===== config.mk =====
export PLATFORM = sky130hd
export DESIGN_NAME = alu_issue
export DESIGN_NICKNAME = d
export VERILOG_FILES = /design/src/rtl/alu_issue_pkg.sv /design/src/rtl/alu_issue_decode.sv /design/src/rtl/alu_issue.sv
export SDC_FILE = /design/constraint.sdc
export NUM_CORES = 1
export LEC_CHECK = 0
export CORE_ASPECT_RATIO = 1.2
export CORE_MARGIN = 10
export CORE_UTILIZATION = 41
export CTS_BUF_LIST = sky130_fd_sc_hd__clkbuf_4
export CTS_CLUSTER_DIAMETER = 60
export DETAILED_ROUTE_END_ITERATION = 12
export PLACE_DENSITY = 0.8
export SETUP_SLACK_MARGIN = 0.05
export SLEW_MARGIN = 25
export SYNTH_ARGS = -nofsm -noshare
export SYNTH_HDL_FRONTEND = slang
export SYNTH_SLANG_ARGS = --single-unit

===== constraint.sdc =====
create_clock -name clk -period 1.7 [get_ports clk]
set_input_delay 0.255 -clock clk [delete_from_list [all_inputs] [get_ports clk]]
set_output_delay 0.255 -clock clk [all_outputs]
set_load 0.05 [all_outputs]

===== src/rtl/alu_issue_pkg.sv =====
// Shared ALU definitions: control codes, RV32I opcodes and funct fields.
package alu_issue_pkg;

    typedef enum logic [3:0] {
        ALU_ADD = 4'b0000,
        ALU_SUB = 4'b0001,
        ALU_AND = 4'b0010,
        ALU_OR  = 4'b0011,
        ALU_XOR = 4'b0100,
        ALU_SLL = 4'b0101,
        ALU_SRL = 4'b0110,
        ALU_SRA = 4'b0111,
        ALU_SLT = 4'b1000,
        ALU_ILL = 4'b1111
    } alu_ctrl_e;

    typedef enum logic [6:0] {
        OPC_OP     = 7'b0110011,
        OPC_OP_IMM = 7'b0010011,
        OPC_LUI    = 7'b0110111,
        OPC_AUIPC  = 7'b0010111
    } opcode_e;

    localparam logic [6:0] F7_BASE = 7'b0000000;
    localparam logic [6:0] F7_ALT  = 7'b0100000;

    localparam logic [2:0] F3_ADD_SUB = 3'b000;
    localparam logic [2:0] F3_SLL     = 3'b001;
    localparam logic [2:0] F3_SLT     = 3'b010;
    localparam logic [2:0] F3_XOR     = 3'b100;
    localparam logic [2:0] F3_SRL_SRA = 3'b101;
    localparam logic [2:0] F3_OR      = 3'b110;
    localparam logic [2:0] F3_AND     = 3'b111;

    // funct3 -> operation for the base (funct7 = 0) encoding; SLTU/SLTIU unsupported
    function automatic alu_ctrl_e base_ctrl(input logic [2:0] funct3);
        case (funct3)
            F3_ADD_SUB: return ALU_ADD;
            F3_SLL:     return ALU_SLL;
            F3_SLT:     return ALU_SLT;
            F3_XOR:     return ALU_XOR;
            F3_SRL_SRA: return ALU_SRL;
            F3_OR:      return ALU_OR;
            F3_AND:     return ALU_AND;
            default:    return ALU_ILL;
        endcase
    endfunction

endpackage


===== src/rtl/alu_issue_decode.sv =====
// Combinational RV32I decode into ALU operands and control.
module alu_decode
    import alu_issue_pkg::*;
#(
    parameter int unsigned XLEN = 32
) (
    input  logic [31:0]     instr,
    input  logic [XLEN-1:0] pc,
    input  logic [XLEN-1:0] rs1,
    input  logic [XLEN-1:0] rs2,
    output logic [XLEN-1:0] a,
    output logic [XLEN-1:0] b,
    output logic [3:0]      ctrl,
    output logic [4:0]      rd,
    output logic            wen,
    output logic            illegal
);

    logic [2:0]      funct3;
    logic [6:0]      funct7;
    logic [XLEN-1:0] imm_i;
    logic [XLEN-1:0] imm_u;
    logic [XLEN-1:0] shamt;
    logic [XLEN-1:0] a_d;
    logic [XLEN-1:0] b_d;
    alu_ctrl_e       ctrl_d;

    assign funct3 = instr[14:12];
    assign funct7 = instr[31:25];
    assign imm_i  = {{(XLEN-12){instr[31]}}, instr[31:20]};
    assign imm_u  = {instr[31:12], 12'b0};
    assign shamt  = {{(XLEN-5){1'b0}}, instr[24:20]};

    // Any path that does not pick a code leaves ALU_ILL, which marks the instruction illegal
    always_comb begin
        ctrl_d = ALU_ILL;
        a_d    = '0;
        b_d    = '0;
        case (instr[6:0])
            OPC_OP: begin
                a_d = rs1;
                b_d = rs2;
                if (funct7 == F7_BASE) begin
                    ctrl_d = base_ctrl(funct3);
                end else if (funct7 == F7_ALT) begin
                    if (funct3 == F3_ADD_SUB)      ctrl_d = ALU_SUB;
                    else if (funct3 == F3_SRL_SRA) ctrl_d = ALU_SRA;
                end
            end
            OPC_OP_IMM: begin
                a_d = rs1;
                b_d = imm_i;
                if (funct3 == F3_SLL) begin
                    b_d = shamt;
                    if (funct7 == F7_BASE) ctrl_d = ALU_SLL;
                end else if (funct3 == F3_SRL_SRA) begin
                    b_d = shamt;
                    if (funct7 == F7_BASE)     ctrl_d = ALU_SRL;
                    else if (funct7 == F7_ALT) ctrl_d = ALU_SRA;
                end else begin
                    ctrl_d = base_ctrl(funct3);
                end
            end
            OPC_LUI: begin
                b_d    = imm_u;
                ctrl_d = ALU_ADD;
            end
            OPC_AUIPC: begin
                a_d    = pc;
                b_d    = imm_u;
                ctrl_d = ALU_ADD;
            end
            default: ;
        endcase
    end

    assign illegal = (ctrl_d == ALU_ILL);
    assign ctrl    = ctrl_d;
    assign a       = illegal ? '0 : a_d;
    assign b       = illegal ? '0 : b_d;
    assign rd      = instr[11:7];
    assign wen     = !illegal && (instr[11:7] != 5'd0);

endmodule


===== src/rtl/alu_issue.sv =====
// One-entry ID/EX register with valid/ready handshake around alu_decode.
module alu_issue
    import alu_issue_pkg::*;
#(
    parameter int unsigned XLEN = 32
) (
    input  logic            clk,
    input  logic            rst_n,
    input  logic            in_valid,
    output logic            in_ready,
    input  logic [31:0]     in_instr,
    input  logic [XLEN-1:0] in_pc,
    input  logic [XLEN-1:0] in_rs1_data,
    input  logic [XLEN-1:0] in_rs2_data,
    input  logic            flush,
    output logic            out_valid,
    input  logic            out_ready,
    output logic [XLEN-1:0] out_a,
    output logic [XLEN-1:0] out_b,
    output logic [3:0]      out_alu_ctrl,
    output logic [4:0]      out_rd,
    output logic            out_wen,
    output logic            out_illegal
);

    logic [XLEN-1:0] dec_a;
    logic [XLEN-1:0] dec_b;
    logic [3:0]      dec_ctrl;
    logic [4:0]      dec_rd;
    logic            dec_wen;
    logic            dec_illegal;
    logic            accept;

    assign in_ready = !out_valid || out_ready;
    assign accept   = in_valid && in_ready && !flush;

    alu_decode #(.XLEN(XLEN)) u_decode (
        .instr   (in_instr),
        .pc      (in_pc),
        .rs1     (in_rs1_data),
        .rs2     (in_rs2_data),
        .a       (dec_a),
        .b       (dec_b),
        .ctrl    (dec_ctrl),
        .rd      (dec_rd),
        .wen     (dec_wen),
        .illegal (dec_illegal)
    );

    // Entry occupancy: flush wins, then a new acceptance, then consumption
    always_ff @(posedge clk or negedge rst_n) begin
        if (!rst_n) begin
            out_valid <= 1'b0;
        end else if (flush) begin
            out_valid <= 1'b0;
        end else if (accept) begin
            out_valid <= 1'b1;
        end else if (out_ready) begin
            out_valid <= 1'b0;
        end
    end

    // Payload only changes on acceptance, so it holds while stalled
    always_ff @(posedge clk or negedge rst_n) begin
        if (!rst_n) begin
            out_a        <= '0;
            out_b        <= '0;
            out_alu_ctrl <= '0;
            out_rd       <= '0;
            out_wen      <= 1'b0;
            out_illegal  <= 1'b0;
        end else if (accept) begin
            out_a        <= dec_a;
            out_b        <= dec_b;
            out_alu_ctrl <= dec_ctrl;
            out_rd       <= dec_rd;
            out_wen      <= dec_wen;
            out_illegal  <= dec_illegal;
        end
    end

endmodule


==> metrics.md <==
| Metric | Value |
|---|---|
| Outcome | `finished, final reports clean` |
| CP Class | `register to register` |
| Commonest register cell after synthesis | `dfrtp_1` |
| Avg Cell Area, Syn | `9.62 sq um` |
| Post-synth EDFFs | `0` |
| Synth Net Count | `546` |
| CTS root buffer | `clkbuf_4` |
| Final instance area | `7030 sq um` |
| Number of placement rows | `39` |
| Nets | `778` |
| Clock Pin Slew Worst Setup and Hold Paths | `130 ps` |
| Post-route minimum period | `1660 ps` |
| Num CTS Buffers | `9` |
| Htree depth | `3` |
| Final worst slack | `40.4 ps` |
| VDD IR max | `0.507 mV` |
| Pin count of the biggest net entering global routing | `69` |
| Worst Path Max Fanout | `34` |
| Routed Antenna Nets | `0` |
| Netlist cell types | `46` |
| Remaining DRCs | `0` |
| # setup viols final | `0` |
| CTS tree | `yes` |
| CP Capture Type | `register` |
| Footprint of the multi-input gates | `2230 sq um` |
| RSZ-0062 raised after global routing | `true` |
| Yosys reg bits | `76` |
| Number of antenna violations at the first check in global routing | `0` |
| Routability Congestion | `0.817` |
| Post-Place Setup Slack | `-481 ps` |
| Storage cell area | `1900 sq um` |
| Wirelength, routed | `15600 um` |
| Setup crit start kind | `register` |
| Number of global-route vias before repair | `4208` |
| CP required | `2030 ps` |
| Final Core Density | `0.738` |
| Fmax | `603 MHz` |
| Gr ovfl total | `0` |
| Final Cycle Share | `0.976` |
| Register area share after synthesis | `0.479` |
| Power Total | `4.35 mW` |
| Area grow syn2layout | `76.9%` |
| Worst hold path type | `primary input to asynchronous set/reset pin` |
| Port Buffers | `209` |
| # clock sinks | `76` |
| Total track usage | `0.195` |
| Core box area | `9520 sq um` |
| DP HPWL | `11100 um` |
| N_diodes | `0` |
| Ys async rst share | `1.00` |
| P per Cell Area | `619 nW/um^2` |
| Starting Density | `0.417` |
| Global-route wire length before repair | `21800 um` |
| Slew margin rel. | `0.625` |
| Share of cells above drive strength 1 | `0.309` |
| Die Y-Extent | `128 um` |
| Max Cap Viol | `0` |
| Die Area | `14000 sq um` |
| Max-slew violation count | `0` |
| Final hold violations | `0` |
| Die width | `110 um` |
| Gate count after technology mapping | `413` |
| DR iter-0 viols | `222` |
| Flop-to-flop setup slack | `40 ps` |
| Placed inst area | `6180 sq um` |
| Via density | `5.46` |
| Vias | `4220` |
| CTS max path bufs | `2` |
| Least-Margin Pin Slew | `562 ps` |
| Fillers | `693` |
| Mean routed wirelength per cell | `20.1 um` |
| Leakage power | `3.15 nW` |
| Ports | `210` |
| Non-Filler Instances | `773` |
| Worst Skew | `9.87 ps` |
| Worst skew pair latency | `430 ps` |
| Dpl cells | `744` |
| Pre-Repair DR Iteration Count | `4` |
| Worst Path Arrival | `1990 ps` |
| Cell Area, Synth | `3970 sq um` |
| Yosys warnings | `0` |
| Final hold slack | `295 ps` |
| Setup TNS | `0 ps` |
logic make-up after synthesis:
family / Yosys count / synth area share
fa+ha+maj: 1 / 0.00252
buf+inv: 44 / 0.0592
simple gates: 141 / 0.172
flops: 76 / 0.479
mux: 6 / 0.0167
compound gates: 145 / 0.271
path summary, 6_finish.rpt:
path	startpoint	endpoint	cells past startpoint
worst min-delay path	rst_n	out_wen$_DFFE_PN0P_	2
worst max register to register	out_valid$_DFFE_PN0P_	out_b[18]$_DFFE_PN0P_	6
worst min register to register	out_a[2]$_DFFE_PN0P_	out_a[2]$_DFFE_PN0P_	2
worst max-delay path	out_valid$_DFFE_PN0P_	out_b[18]$_DFFE_PN0P_	6
min in group clk	in_instr[28]	out_b[8]$_DFFE_PN0P_	4
max in group asynchronous	rst_n	out_b[29]$_DFFE_PN0P_	3
power by group:
part	internal, mW	switching [mW]	leakage [nW]
clock network	0.726	0.646	0.0901
logic	0.541	0.569	2.04
registers	1.85	0.0204	1.02
cell usage after synthesis, types with 2 or more instances:
cell type / number / area (sq um)
a221oi_1: 19 / 166
o21ai_0: 6 / 30.0
clkbuf_1: 23 / 86.3
nor4_1: 2 / 12.5
nand2b_1: 3 / 18.8
o31ai_1: 51 / 383
a22o_1: 7 / 61.3
dfrtp_1: 76 / 1900
o21a_1: 3 / 22.5
mux2_2: 5 / 56.3
a32o_1: 13 / 130
nor2b_1: 35 / 219
inv_1: 3 / 11.3
a21oi_1: 33 / 165
o21bai_1: 3 / 22.5
buf_6: 5 / 56.3
buf_2: 8 / 40.0
nand2_1: 72 / 270
a21o_1: 2 / 15.0
nor2_1: 14 / 52.6
a31oi_1: 2 / 12.5
nor3_1: 3 / 15.0
buf_4: 2 / 15.0
final cells by class:
cell class,instances,share of cell area
Inverter,3,0.00196
Multi-Input combinational cell,293,0.317
Timing Repair Buffer,262,0.364
Sequential cell,76,0.271
Tap cell,123,0.0219
Clock inverter,7,0.0150
Clock buffer,9,0.00962
placed cells by master, fill, tap and decap left out, types with 3 or more instances in the layout:
cell type        count
clkdlybuf4s50_1    118
buf_4              110
dfrtp_1             75
nand2_1             72
a21oi_1             33
nor2b_1             32
o31ai_2             23
a221oi_1            19
o31ai_4             17
nor2_1              13
a32o_1              13
dlymetal6s2s_1      12
o31ai_1             11
clkbuf_4             9
buf_12               8
a22o_1               7
o21ai_0              6
mux2_2               5
clkbuf_16            5
buf_6                5
clkinv_1             4
nand2b_1             3
o21bai_1             3
o21a_1               3
bufinv_16            3
layer usage:
metal / track usage / part of all wire / routed length [um] / vias up
li1: - / - / - / 1989
met1: 0.215 / 0.37 / 5780 / 2040
met2: 0.336 / 0.53 / 8180 / 162
met3: 0.0714 / 0.084 / 1310 / 29
met4: 0.0621 / 0.018 / 277 / 0
met5: 0 / 0 / 0 / -
sequential cells by signal, summed over array words and instances, names as in the netlist:
name / cells
out_b: 32
out_wen: 1
out_alu_ctrl: 4
out_valid: 1
out_rd: 5
out_a: 32
out_illegal: 1
worst max-delay path, stage by stage (launching register included):
cell       delay [ps]
dfrtp_2           420
nor2b_4           140
inv_4              50
nand3b_1          190
buf_6             240
clkbuf_16         230
o31ai_1           280
timing repair:
action | in CTS | in global routing
hold buffers | 1 | 0
buffers inserted | 0 | 4
cloned | 0 | 8
setup endpoints to repair | 40 | 72
gates resized for setup | 13 | 73
hold endpoints to repair | 19 | 0
pin swaps | 0 | 22
(Power assumes the default switching activity.)
==> RTL change (same settings) <==
Make the reset (`rst_n`) synchronous in 2 clocked blocks.
--- a/src/rtl/alu_issue.sv
+++ b/src/rtl/alu_issue.sv
@@ -50,3 +50,3 @@
     // Entry occupancy: flush wins, then a new acceptance, then consumption
-    always_ff @(posedge clk or negedge rst_n) begin
+    always_ff @(posedge clk) begin
         if (!rst_n) begin
@@ -63,3 +63,3 @@
     // Payload only changes on acceptance, so it holds while stalled
-    always_ff @(posedge clk or negedge rst_n) begin
+    always_ff @(posedge clk) begin
         if (!rst_n) begin
Behaviour: differs if rst_n is asserted again (counterexample within 4 cycles, from zero or initial values and one cycle with rst_n low); with rst_n held inactive, the same outputs for 10 cycles.
==> RTL change against the unedited design <==
- sequential share of layout area fell by 2.6 points
- fmax rose by 4.7%
- sequential power fell by 4%
- sequential cell count did not move
- non-clock buffer count did not move
- area after synthesis fell by 11%
- final area fell by 11%
- setup slack improved by 0.075 ns
- critical path depth rose by 3
- global-route usage rose by 1.3 points
- routed wire length fell by 12%
- power fell by 15%
- first-iteration DRC count fell by 16%
- register-to-register slack improved by 0.20 ns
- critical endpoint is now out_alu_ctrl[1]
==> RTL change: results (changes against the unedited design) <==
| Metric | Value |
|---|---|
| Status | completed |
| Ys flop type | dfxtp_1 |
| Post-Syn Nets | 524 (-4.0%) |
| Max VDD drop | 0.0005677 V (+12%) |
| Commonest cells post-synth | nand2_1 (81), dfxtp_1 (76), o21ai_2 (50) |
| Vias in the first global route | 4007 (-4.8%) |
| Post-synth ARST share | 0 (-1.000) |
| Min-delay worst type | in -> reg |
| Reg2Reg Setup Slack | 0.24 ns (+0.20 ns) |
| GRT Total Usage | 0.2075 (+0.01266) |
| Register area share after synthesis | 0.4280 (-0.05072) |
| Synth top area cells | dfxtp_1 (43%), o21ai_2 (12%), nand2_1 (8.6%) |
| Cells after synthesis | 391 (-5.3%) |
| CP max stage cell | clkdlybuf4s50_1 |
| Max incr delay on CP | 0.53 ns (+0.11 ns) |
| Reg2reg end | out_a[19] |
| Critical path capture point | out_alu_ctrl[1] |
| Placed Area | 5902 µm² (-4.6%) |
| R2R depth | 7 (+1) |
| Placed Cells | 729 (-2.0%) |
| Nets | 763 (-1.9%) |
| Skew final | 0.008488 ns (-0.001386 ns) |
| Count of different cell masters after synthesis | 42 (-8.7%) |
| Share of cells above drive strength 1 | 0.3449 (+0.03565) |
| Start point of the critical path | in_instr[5] |
| Pleak | 2.494 nW (-21%) |
[RTL change: area by class of cell]
type,count,area (µm²)
inverters,5,18.77
clock inverters,7,90.09
clock buffers,9,67.56
well taps,117,146.4
multi-input cells,276,1894
fillers,687,2286
flip-flops and latches,76,1525
repair buffers,262,2490
[RTL change: what timing repair did]
action                                  CTS  global route
setup buffers                             5             0
resized for setup                        19            21
pin swaps                                10             8
cloned                                    2             0
endpoints found under the setup margin   68            67
[RTL change: worst min-delay path by stage]
| stage | from | endpoint | depth (start not counted) |
|---|---|---|---|
| floorplan | flush | out_valid | 1 |
| detailed placement | out_b[13] | out_b[13] | 2 |
| global placement | out_b[1] | out_b[1] | 2 |
| finish | in_instr[25] | out_b[25] | 4 |
| global route | in_instr[28] | out_b[8] | 4 |
| CTS | in_instr[28] | out_b[28] | 4 |
[RTL change: stage by stage]
step,setup WS (ns),hold WS (ns)
floorplan,0.06574,0.3213
global placement,-0.5302,0.4355
detailed placement,-0.6691,0.4434
CTS,0.05500,0.3598
global route,0.01783,0.2687
finish,0.1156,0.2794
[RTL change: cell families after synthesis]
| kind of cell | synth area share |
|---|---|
| flops | 0.4280 |
| xor+xnor | 0.004929 |
| buf+inv | 0.05878 |
| simple gates | 0.1566 |
| mux | 0.01690 |
| compound gates | 0.3347 |
[RTL change: power by group]
part           total [mW]  internal, mW  switching, mW  leakage (nW)
Combinational       0.647         0.383          0.265          1.80
Sequential           1.80          1.79        0.00893         0.614
Clock                1.24         0.591          0.644        0.0837
[RTL change: metal layers]
metal,vias to the layer above,share of wire,GRT usage
li1,1915,-,-
met1,1809,0.41,0.2334
met2,159,0.51,0.3621
met3,23,0.062,0.05969
met4,0,0.021,0.08505
met5,-,0,0
